### src/rtl/gray_counter.sv
// gray_counter
//
// Up/down binary counter that presents its count as binary and as reflected
// Gray code through a valid/ready stream. A word is offered only in RUN, and
// the count advances by one on each accepted transfer. A preset can be
// loaded while IDLE. A one-cycle wrap pulse follows every transfer that
// rolls the count over.
//
// Ports
//   clk        rising-edge clock
//   rst_n      asynchronous active-low reset
//   start      leave IDLE and begin offering words (ignored in RUN)
//   stop       return to IDLE at the next edge (ignored in IDLE)
//   up         direction used by the next advance: 1 = +1, 0 = -1
//   load       preset strobe, honoured in IDLE only
//   load_bin   binary preset value
//   out_valid  a code word is offered on gray/bin
//   out_ready  consumer accepts the offered word
//   gray       registered Gray code of bin
//   bin        registered binary count
//   out_last   next advance in the current direction wraps (combinational)
//   wrap       high for the cycle after a wrapping transfer
module gray_counter #(
  parameter int WIDTH = 4
) (
  input  logic             clk,
  input  logic             rst_n,
  input  logic             start,
  input  logic             stop,
  input  logic             up,
  input  logic             load,
  input  logic [WIDTH-1:0] load_bin,
  output logic             out_valid,
  input  logic             out_ready,
  output logic [WIDTH-1:0] gray,
  output logic [WIDTH-1:0] bin,
  output logic             out_last,
  output logic             wrap
);

  localparam logic [0:0] IDLE = 1'b0;
  localparam logic [0:0] RUN  = 1'b1;

  localparam logic [WIDTH-1:0] ALL_ONES = {WIDTH{1'b1}};
  localparam logic [WIDTH-1:0] ONE      = {{(WIDTH-1){1'b0}}, 1'b1};

  function automatic logic [WIDTH-1:0] bin_to_gray(input logic [WIDTH-1:0] b);
    return b ^ (b >> 1);
  endfunction

  // Modulo 2^WIDTH step. Wrap-around comes from the fixed result width.
  function automatic logic [WIDTH-1:0] advance(input logic [WIDTH-1:0] b,
                                               input logic             inc);
    return inc ? (b + ONE) : (b - ONE);
  endfunction

  logic [0:0]       state_p1;
  logic [WIDTH-1:0] bin_p1;
  logic [WIDTH-1:0] gray_p1;
  logic             wrap_p1;

  logic             xfer_p0;
  logic             last_p0;
  logic [WIDTH-1:0] bin_nxt_p0;

  // Stage p0: decode this cycle's handshake and the advanced count.
  assign last_p0    = (up && (bin_p1 == ALL_ONES)) || (!up && (bin_p1 == '0));
  assign xfer_p0    = (state_p1 == RUN) && out_ready;
  assign bin_nxt_p0 = advance(bin_p1, up);

  // Stage p1: registered state, count, code and wrap flag.
  always_ff @(posedge clk or negedge rst_n) begin
    if (!rst_n) begin
      state_p1 <= IDLE;
      bin_p1   <= '0;
      gray_p1  <= '0;
      wrap_p1  <= 1'b0;
    end else begin
      wrap_p1 <= xfer_p0 && last_p0;
      case (state_p1)
        IDLE: begin
          // load and start may coincide; RUN then opens on the preset.
          if (load) begin
            bin_p1  <= load_bin;
            gray_p1 <= bin_to_gray(load_bin);
          end
          if (start) begin
            state_p1 <= RUN;
          end
        end
        default: begin
          // A transfer in the same cycle as stop still completes.
          if (xfer_p0) begin
            bin_p1  <= bin_nxt_p0;
            gray_p1 <= bin_to_gray(bin_nxt_p0);
          end
          if (stop) begin
            state_p1 <= IDLE;
          end
        end
      endcase
    end
  end

  assign out_valid = (state_p1 == RUN);
  assign bin       = bin_p1;
  assign gray      = gray_p1;
  assign wrap      = wrap_p1;
  assign out_last  = last_p0;

endmodule

### config.mk
export PLATFORM = sky130hd
export DESIGN_NAME = gray_counter
export DESIGN_NICKNAME = d
export VERILOG_FILES = /design/src/rtl/gray_counter.sv
export SDC_FILE = /design/constraint.sdc
export NUM_CORES = 1
export LEC_CHECK = 0
export BUFFER_PORTS_ARGS = -buffer_cell sky130_fd_sc_hd__buf_2
export CAP_MARGIN = 40
export CORE_UTILIZATION = 35
export DETAILED_ROUTE_END_ITERATION = 8
export HOLD_SLACK_MARGIN = 0.02
export SETUP_SLACK_MARGIN = 0.15
export SLEW_MARGIN = 20
export SYNTH_ARGS = -nofsm -noshare
export SYNTH_HDL_FRONTEND = slang
export SYNTH_SLANG_ARGS = --single-unit
### constraint.sdc
create_clock -name clk -period 1.41 [get_ports clk]
set_input_delay 0.282 -clock clk [delete_from_list [all_inputs] [get_ports clk]]
set_output_delay 0.282 -clock clk [all_outputs]
set_load 0.01 [all_outputs]
# Word level (Yosys, flattened, before mapping)
# Index checks and enable logic that the tools add are counted.
# classes
add_sub_neg	2
n_eq_ne	2
n_mux	10
bitwise	2
n_reduce_logical	9
# op_table
operator	count
two-way mux 4 bit	7
XOR 4 x 3 -> 4 bit	2
adder 4 x 1 -> 4 bit (second input constant)	1
equality test 4 bit (second input constant)	1
logical AND 1 bit	4
logical NOT 4 bit	1
subtractor 4 x 1 -> 4 bit (second input constant)	1
two-way mux 1 bit	3
inequality test 2 x 1 -> 1 bit (second input constant)	1
AND reduction 2 bit	1
nonzero test 2 bit	1
logical NOT 1 bit	1
logical OR 1 bit	1
# word_totals
register_bits	10
inputBits	11
output_inout_bits	11
word_cells	29

# Logic depth before layout (Yosys ltp)
# Gate-level depths: netlist of run 1.
# depth
ltp_word	5
mapped_depth	6
ltp_nobuf	6

# Worst setup path before layout of run 1
# Ideal clock, no wire load.
# synth_path
path_type	reg2reg
from	register bin_p1[0], in the netlist bin[0]
to	register gray_p1[2], in the netlist gray[2]
setup_ps	95
arrival_ps	1524
required_ps	1315
slack_ps	-209
stages_incl_launch_ff	6
n_path_buf	0
period_less_slack_ps	1619
path_cell_list	dfrtp_1 fa_1 xnor2_2 xnor2_1 o21a_1 o31ai_1
# synth_via
elab_chain_len	5
elab_cells_between_ends	6
cone_classes	add/sub: 2; mux: 3; bitwise: 1
# synth_rtl
item	line_no	rtl
from (decl)	58	logic [WIDTH-1:0] bin_p1;
from (signal assigned)	84	bin_p1 <= load_bin;
from (signal assigned)	94	bin_p1 <= bin_nxt_p0;
subtractor 4 x 1 -> 4 bit / adder 4 x 1 -> 4 bit (equally long branches)	54	return inc ? (b + ONE) : (b - ONE);
two-way mux 4 bit (*)	54	
XOR 4 x 3 -> 4 bit (*)	48	return b ^ (b >> 1);
two-way mux 4 bit (*)	93	if (xfer_p0) begin
two-way mux 4 bit (*)	80	case (state_p1)
to (signal assigned)	85	gray_p1 <= bin_to_gray(load_bin);
to (signal assigned)	95	gray_p1 <= bin_to_gray(bin_nxt_p0);
to (decl)	59	logic [WIDTH-1:0] gray_p1;
# Every way passes the cells marked *; elsewhere a longest branch is shown, timed or not. The select of a mux whose other input is x is not followed.
# A chain may end at the register's enable or synchronous reset.

# Final worst setup path of run 1
# layout_path
from	register bin_p1[0], in the netlist bin[0]
to	output out_last
# layout_via
elab_chain_len	3
elab_cells_between_ends	5
cone_classes	eq/ne: 1; reduce/logical: 4
# layout_rtl
item	line_no	rtl
equality test 4 bit / logical NOT 4 bit (equally long branches)	67	assign last_p0 = (up && (bin_p1 == ALL_ONES)) || (!up && (bin_p1 == '0));
logical AND 1 bit	67	
logical OR 1 bit (*)	67	
to (decl)	37	output logic out_last,
# Every way passes the cells marked *; elsewhere a longest branch is shown, timed or not.

==> metrics.txt, run 1 <==
status finished, violations left; failing checks negative setup slack; most numerous cell in the Yosys netlist dfrtp_1; Worst Tran Pin Value 0.249 ns; Post-synth EDFFs 0; Avg Cell Area, Syn 9.14 µm²; Cell Rows 14; All-Layer GR Usage 0.186; Filler Cell Count 128; relative slew slack 0.829; area of the multi-input gates 438 µm²; initial antenna violation count 0; htree depth 1; CP endpoint kind primary output; vias per cell 4.58; VDD IR max 0.00120 V; Place WS -0.235 ns; CTS root buffer clkbuf_4; WHS Endpoint out_valid$_DFF_PN0_; worst-case reg-to-reg path depth 7; fin crit share 1.25; Max-Cap Viols 0; synth cell count leaders 9 x dfrtp_1, 7 x nand2_1, 6 x o21ai_0, 6 x xnor2_1; setup ws final -0.348 ns; pwr dens 1790 nW/µm²; initial core utilization 0.396; Die H 44.4 µm; WL met2 877 µm; RR Startpoint bin[1]$_DFFE_PN0P_; Worst EP arrival 1.48 ns; Total Wirelength 1.63 mm; critical path required time 1.13 ns; GRT Residual Overflow 0; cts bufs inserted 3; async set or reset register ratio after synthesis 1.00; Final Hold Vio Count 0; main combinational cell family by area after synthesis simple AND/OR/NAND/NOR gates; Floorplan Core Area 1590 µm²; CP Max Fanout 2; n_diodes 0; final core utilization 0.653; dominant cell type by area after synthesis dfrtp_1; Netlist Area Pre-Place 631 µm²; CTS Sinks 9; Synth Instances 69; share of cells above drive strength 1 0.528; Reg2Reg Setup Slack -0.24 ns; Critical Path Source Type flip-flop; WHS Path Cells 2; synth unique cells 26; DRC Markers 0; cell area after layout 1040 µm²; post-synthesis adder-cell area fraction 0.0714; Yosys reg bits 9; Crit Path Class reg2out; final setup fails 8; achievable clock frequency 569 MHz; post-route antenna net violation count 0; Top Layer Used met4; sequential cell area fraction in the yosys report 0.357; Synth area leaders dfrtp_1 36%, xnor2_1 8.3%, mux2i_1 7.9%; hold_sp stop; Placement Cell Area 836 µm²; DP Cell Count 119; Synth Area in XOR/XNOR 0.109; hold slack 0.182 ns; Worst Hold Class in2reg; non-filler cells, final 132; max-slew violation count 0; first-pass GRT wire length 2.57 mm; FF-to-FF End gray[1]$_DFFE_PN0P_; final RePlAce weighted congestion 0.776; num ports 22; 1st-iter DRT viols 25; Max clock buf depth 2; DRT Pass-1 Iters 4; Leak 0.490 nW; area grow syn2layout 65.1%; post-layout net count 123; Worst-path clk slew 0.06 ns; compound-gate portion of the synthesized area 0.147; Synth Area in Simple Gates 0.177; Worst-Skew Late Latency 0.26 ns; Synth warnings 0; post-synth top area share 0.357; die width 44.4 µm; dominant synthesized flop cell dfrtp_1; RSZ-0062 raised after global routing true; # port buffers 21; post-layout min period 1.76 ns; HPWL after detailed placement 1.06 mm; total die area 1980 µm²; CTS tree built; WL met3 75 µm; Via Count 605; Wirelength per Cell 12.4 µm; Post-Route M1 WL 658 µm; mux share of post-synthesis cell area 0.0794; vias in the first global route 564; syn_nets 83; largest net degree at the start of global routing 17; Register Area 229 µm²; worst clock skew 0.00101 ns
cell type report:
class,instances,area share
timing repair buffer,39,0.291
multi-input combinational,52,0.421
clock buffer,4,0.0252
tap,24,0.0288
sequential,9,0.220
inverter,4,0.0144
worst max path at each step:
stage	cells past startpoint	startpoint	end	slack, ns
2_1_floorplan	5	bin[0]$_DFFE_PN0P_	gray[2]$_DFFE_PN0P_	-0.12
3_3_place_gp	7	up	gray[2]$_DFFE_PN0P_	-0.23
3_5_place_dp	7	up	gray[2]$_DFFE_PN0P_	-0.23
4_1_cts	3	bin[0]$_DFFE_PN0P_	out_last	-0.35
5_1_grt	3	bin[0]$_DFFE_PN0P_	out_last	-0.39
6_report	3	bin[0]$_DFFE_PN0P_	out_last	-0.35
worst max-delay path: stages (launching register included):
cell and delay (ns):
dfrtp_2 0.41, or4_4 0.53, o21ai_4 0.15, buf_6 0.12
layout by cell type (no fill, tap or decap), types with 2 or more instances in the layout:
master     n
mux2i_1    5
nor3b_1    2
ha_4       2
xnor2_1    6
buf_4     10
nor2_1     3
a21oi_1    3
clkbuf_4   3
inv_1      4
buf_2     17
dfrtp_1    6
nand2_1    7
o21ai_1    5
dfrtp_2    3
buf_6     10
a21oi_2    2
flip-flops by register name, indices dropped and copies added, names as in the netlist:
register and count:
bin 4, gray 3, out_valid 1, wrap 1
power by group:
part	internal [mW]	leakage [nW]	switching, mW	total, mW
logic	0.684	0.369	0.560	1.24
clock network	0.109	0.0150	0.0949	0.204
registers	0.355	0.107	0.0637	0.418
total	1.15	0.490	0.718	1.87
through the flow:
stage	power, mW	setup TNS [ns]
2_1_floorplan	1.04	-0.244
3_3_place_gp	1.32	-0.913
3_5_place_dp	1.33	-1.04
4_1_cts	1.76	-1.18
5_1_grt	2.00	-1.77
6_report	1.87	-1.31
what timing repair did:
action | 4_1_cts | 5_1_grt
gates cloned | 0 | 0
resized for setup | 15 | 6
pin swaps | 8 | 2
endpoints found under the hold margin | 9 | 0
hold buffers | 1 | 0
setup buffers | 5 | 3
setup endpoints to repair | 12 | 14
cell families after synthesis:
| kind of cell | Yosys count |
|---|---|
| AO/OA/AOI/OAI | 16 |
| multiplexers | 5 |
| adder cells (fa/ha/maj) | 3 |
| XOR/XNOR | 7 |
| flip-flops | 9 |
| buffers and inverters | 8 |
| AND/OR/NAND/NOR | 21 |
layer usage:
layer / vias to the layer above / GRT usage
met5: - / 0
met4: 0 / 0.0364
met3: 4 / 0.0735
met2: 16 / 0.329
met1: 268 / 0.213
li1: 317 / -
No activity file was read; power rests on OpenSTA's default activity.
==> run 2, diff against run 1 <==
Settings changed: CORE_MARGIN set to 2.
==> run 2 against run 1 <==
  * The flow still finishes with violations (negative setup slack)
  * Largest cell class unchanged
  * Non-clock buffer count shrank 5
  * Highest routed layer unchanged
  * Critical path type unchanged
  * Die area up 9.2%
  * Wire length decreased by 7.5%
  * Fmax rose by 1.1%
  * Critical path depth stayed put
  * Clock skew about the same
  * Sequential power rose by 4%
  * Combinational power about the same
  * Utilization is 5.5 points lower
==> metrics.txt, run 2 (synthesis results as in run 1) <==
status finished, violations left; CP cell instances or4_4 > o21ai_4 > buf_6; WHS Endpoint out_valid$_DFF_PN0_; met3 usage 0.0471 (-0.0264); Worst EP arrival 1.46 ns (-0.02 ns); Leak 0.457 nW (-6.7%); critical path required time 1.13 ns (about the same); setup ws final -0.329 ns (+0.0185 ns); Filler Cell Count 138 (+7.8%); share of cells above drive strength 1 0.524 (-0.00351); num ports 22 (unchanged); post-layout net count 118 (-4.1%); VDD IR max 0.00103 V (-15%); Die H 46.4 µm (+4.5%); RR Startpoint bin[0]$_DFFE_PN0P_; CP Max Fanout 2 (unchanged); hold_sp stop; n_diodes 0 (unchanged); CTS root buffer clkbuf_4; Max clock buf depth 2 (unchanged); RSZ-0062 raised after global routing true; grt met2 use 0.269 (-0.0600); first-pass GRT wire length 2.37 mm (-7.8%); Final Hold Vio Count 0 (unchanged); All-Layer GR Usage 0.159 (-0.0274); Worst Tran Pin Value 0.314 ns (+0.0646 ns); max reg flops 4 (unchanged); non-filler cells, final 128 (-3.0%); die width 46.4 µm (+4.5%); Global Route met1 Usage 0.183 (-0.0293); top cell family by delay on the critical path simple AND/OR/NAND/NOR gates; WHS Path Cells 2 (unchanged); achievable clock frequency 575 MHz (+1.1%); htree depth 1 (unchanged); most frequent cells in the layout 16 x buf_2, 10 x buf_6, 7 x nand2_1, 6 x xnor2_1, 6 x buf_4; fin crit share 1.23 (-0.0131); Buf/Inv on CP 1 (unchanged); DRT Pass-1 Iters 4 (unchanged); vias per cell 4.87 (+6.2%); largest net degree at the start of global routing 15 (-2); most common cell after layout, fill and taps aside buf_2; vias in the first global route 566 (+0.35%); post-layout min period 1.74 ns (-0.0185 ns); area grow syn2layout 62.1%; slowest CP cell or4_4; DRC Markers 0 (unchanged); worst clock skew 0.000739 ns (-0.000270 ns); cts bufs inserted 3 (unchanged); Total Wirelength 1.51 mm (-7.5%); pwr dens 1860 nW/µm² (+3.9%); CTS tree built; Via Count 623 (+3.0%); failing checks negative setup slack; Crit Path Class reg2out; HPWL after detailed placement 1.09 mm (+3.6%); final RePlAce weighted congestion 0.772 (-0.59%); final setup fails 7 (-1); CTS Sinks 9 (unchanged); post-route antenna net violation count 0 (unchanged); Worst path max stage delay 0.53 ns (about the same); GRT Residual Overflow 0 (unchanged); setup_tns -1.20 ns (+0.103 ns); # port buffers 21 (unchanged); total die area 2160 µm² (+9.2%); Wirelength per Cell 11.8 µm (-4.6%); initial core utilization 0.369 (-0.0264); max-slew violation count 0 (unchanged); Floorplan Core Area 1710 µm² (+7.1%); Levels on crit path 3 (unchanged); layer with the highest usage met2; Worst-Skew Late Latency 0.26 ns (about the same); DP Cell Count 119 (unchanged); Worst Hold Class in2reg; 1st-iter DRT viols 5 (-80%); Worst-path clk slew 0.06 ns (about the same); initial antenna violation count 0 (unchanged); Reg2Reg Setup Slack -0.25 ns (about the same); Max-Cap Viols 0 (unchanged); Cell Rows 15 (+1); Place WS -0.288 ns (-0.0526 ns); CP endpoint kind primary output; FF-to-FF End gray[2]$_DFFE_PN0P_; worst-case reg-to-reg path depth 6 (-1); relative slew slack 0.791 (-0.0385); Critical Path Source Type flip-flop
## run 2: worst reg2reg max path, stage by stage, from the launching register on
cell     delay (ns)
dfrtp_2        0.41
buf_4          0.15
fa_2           0.38
xnor2_4        0.21
xnor2_1        0.16
o21a_1         0.17
o31ai_2        0.06
## run 2: where the power goes
group | internal, mW | switching (mW)
Sequential | 0.355 | 0.0780
Clock | 0.109 | 0.0901
Combinational | 0.712 | 0.560
## run 2: stage by stage
step	power (mW)	hold WS [ns]	util	instance area, µm²
final	1.90	0.191	0.599	1020
after detailed placement	1.34	0.151	0.486	830
after floorplan	1.04	-0.0136	-	656
after global routing	2.05	0.181	0.599	1020
after global placement	1.32	0.150	0.486	830
after CTS	1.69	0.184	0.540	922
## run 2: worst max path at each step
stage                           to  slack [ns]          startpoint
3_5_place_dp   gray[2]$_DFFE_PN0P_       -0.29                  up
5_1_grt                   out_last       -0.39  bin[0]$_DFFE_PN0P_
2_1_floorplan  gray[2]$_DFFE_PN0P_       -0.12  bin[0]$_DFFE_PN0P_
3_3_place_gp   gray[2]$_DFFE_PN0P_       -0.25                  up
6_report                  out_last       -0.33  bin[0]$_DFFE_PN0P_
4_1_cts                   out_last       -0.36  bin[0]$_DFFE_PN0P_
## run 2: repair_timing
action | CTS | global route
setup buffers | 1 | 2
gates resized for setup | 11 | 14
hold endpoints to repair | 9 | 0
setup endpoints to repair | 11 | 14
cloned | 0 | 1
hold buffers | 1 | 0
pin swaps | 3 | 5
## run 2: layout make-up
class                      instances  area (µm²)  area share
clock buffer                       4        26.3      0.0257
inverter                           4        15.0      0.0147
multi-input combinational         52         460       0.450
sequential                         9         230       0.225
tap                               25        31.3      0.0306
timing repair buffer              34         259       0.253
## run 2: layer usage
metal  vias to the layer above  part of all wire
met1                       303              0.42
met2                        14              0.52
met4                         0             0.013
met5                         -                 0
met3                         2             0.040
li1                        304                 -
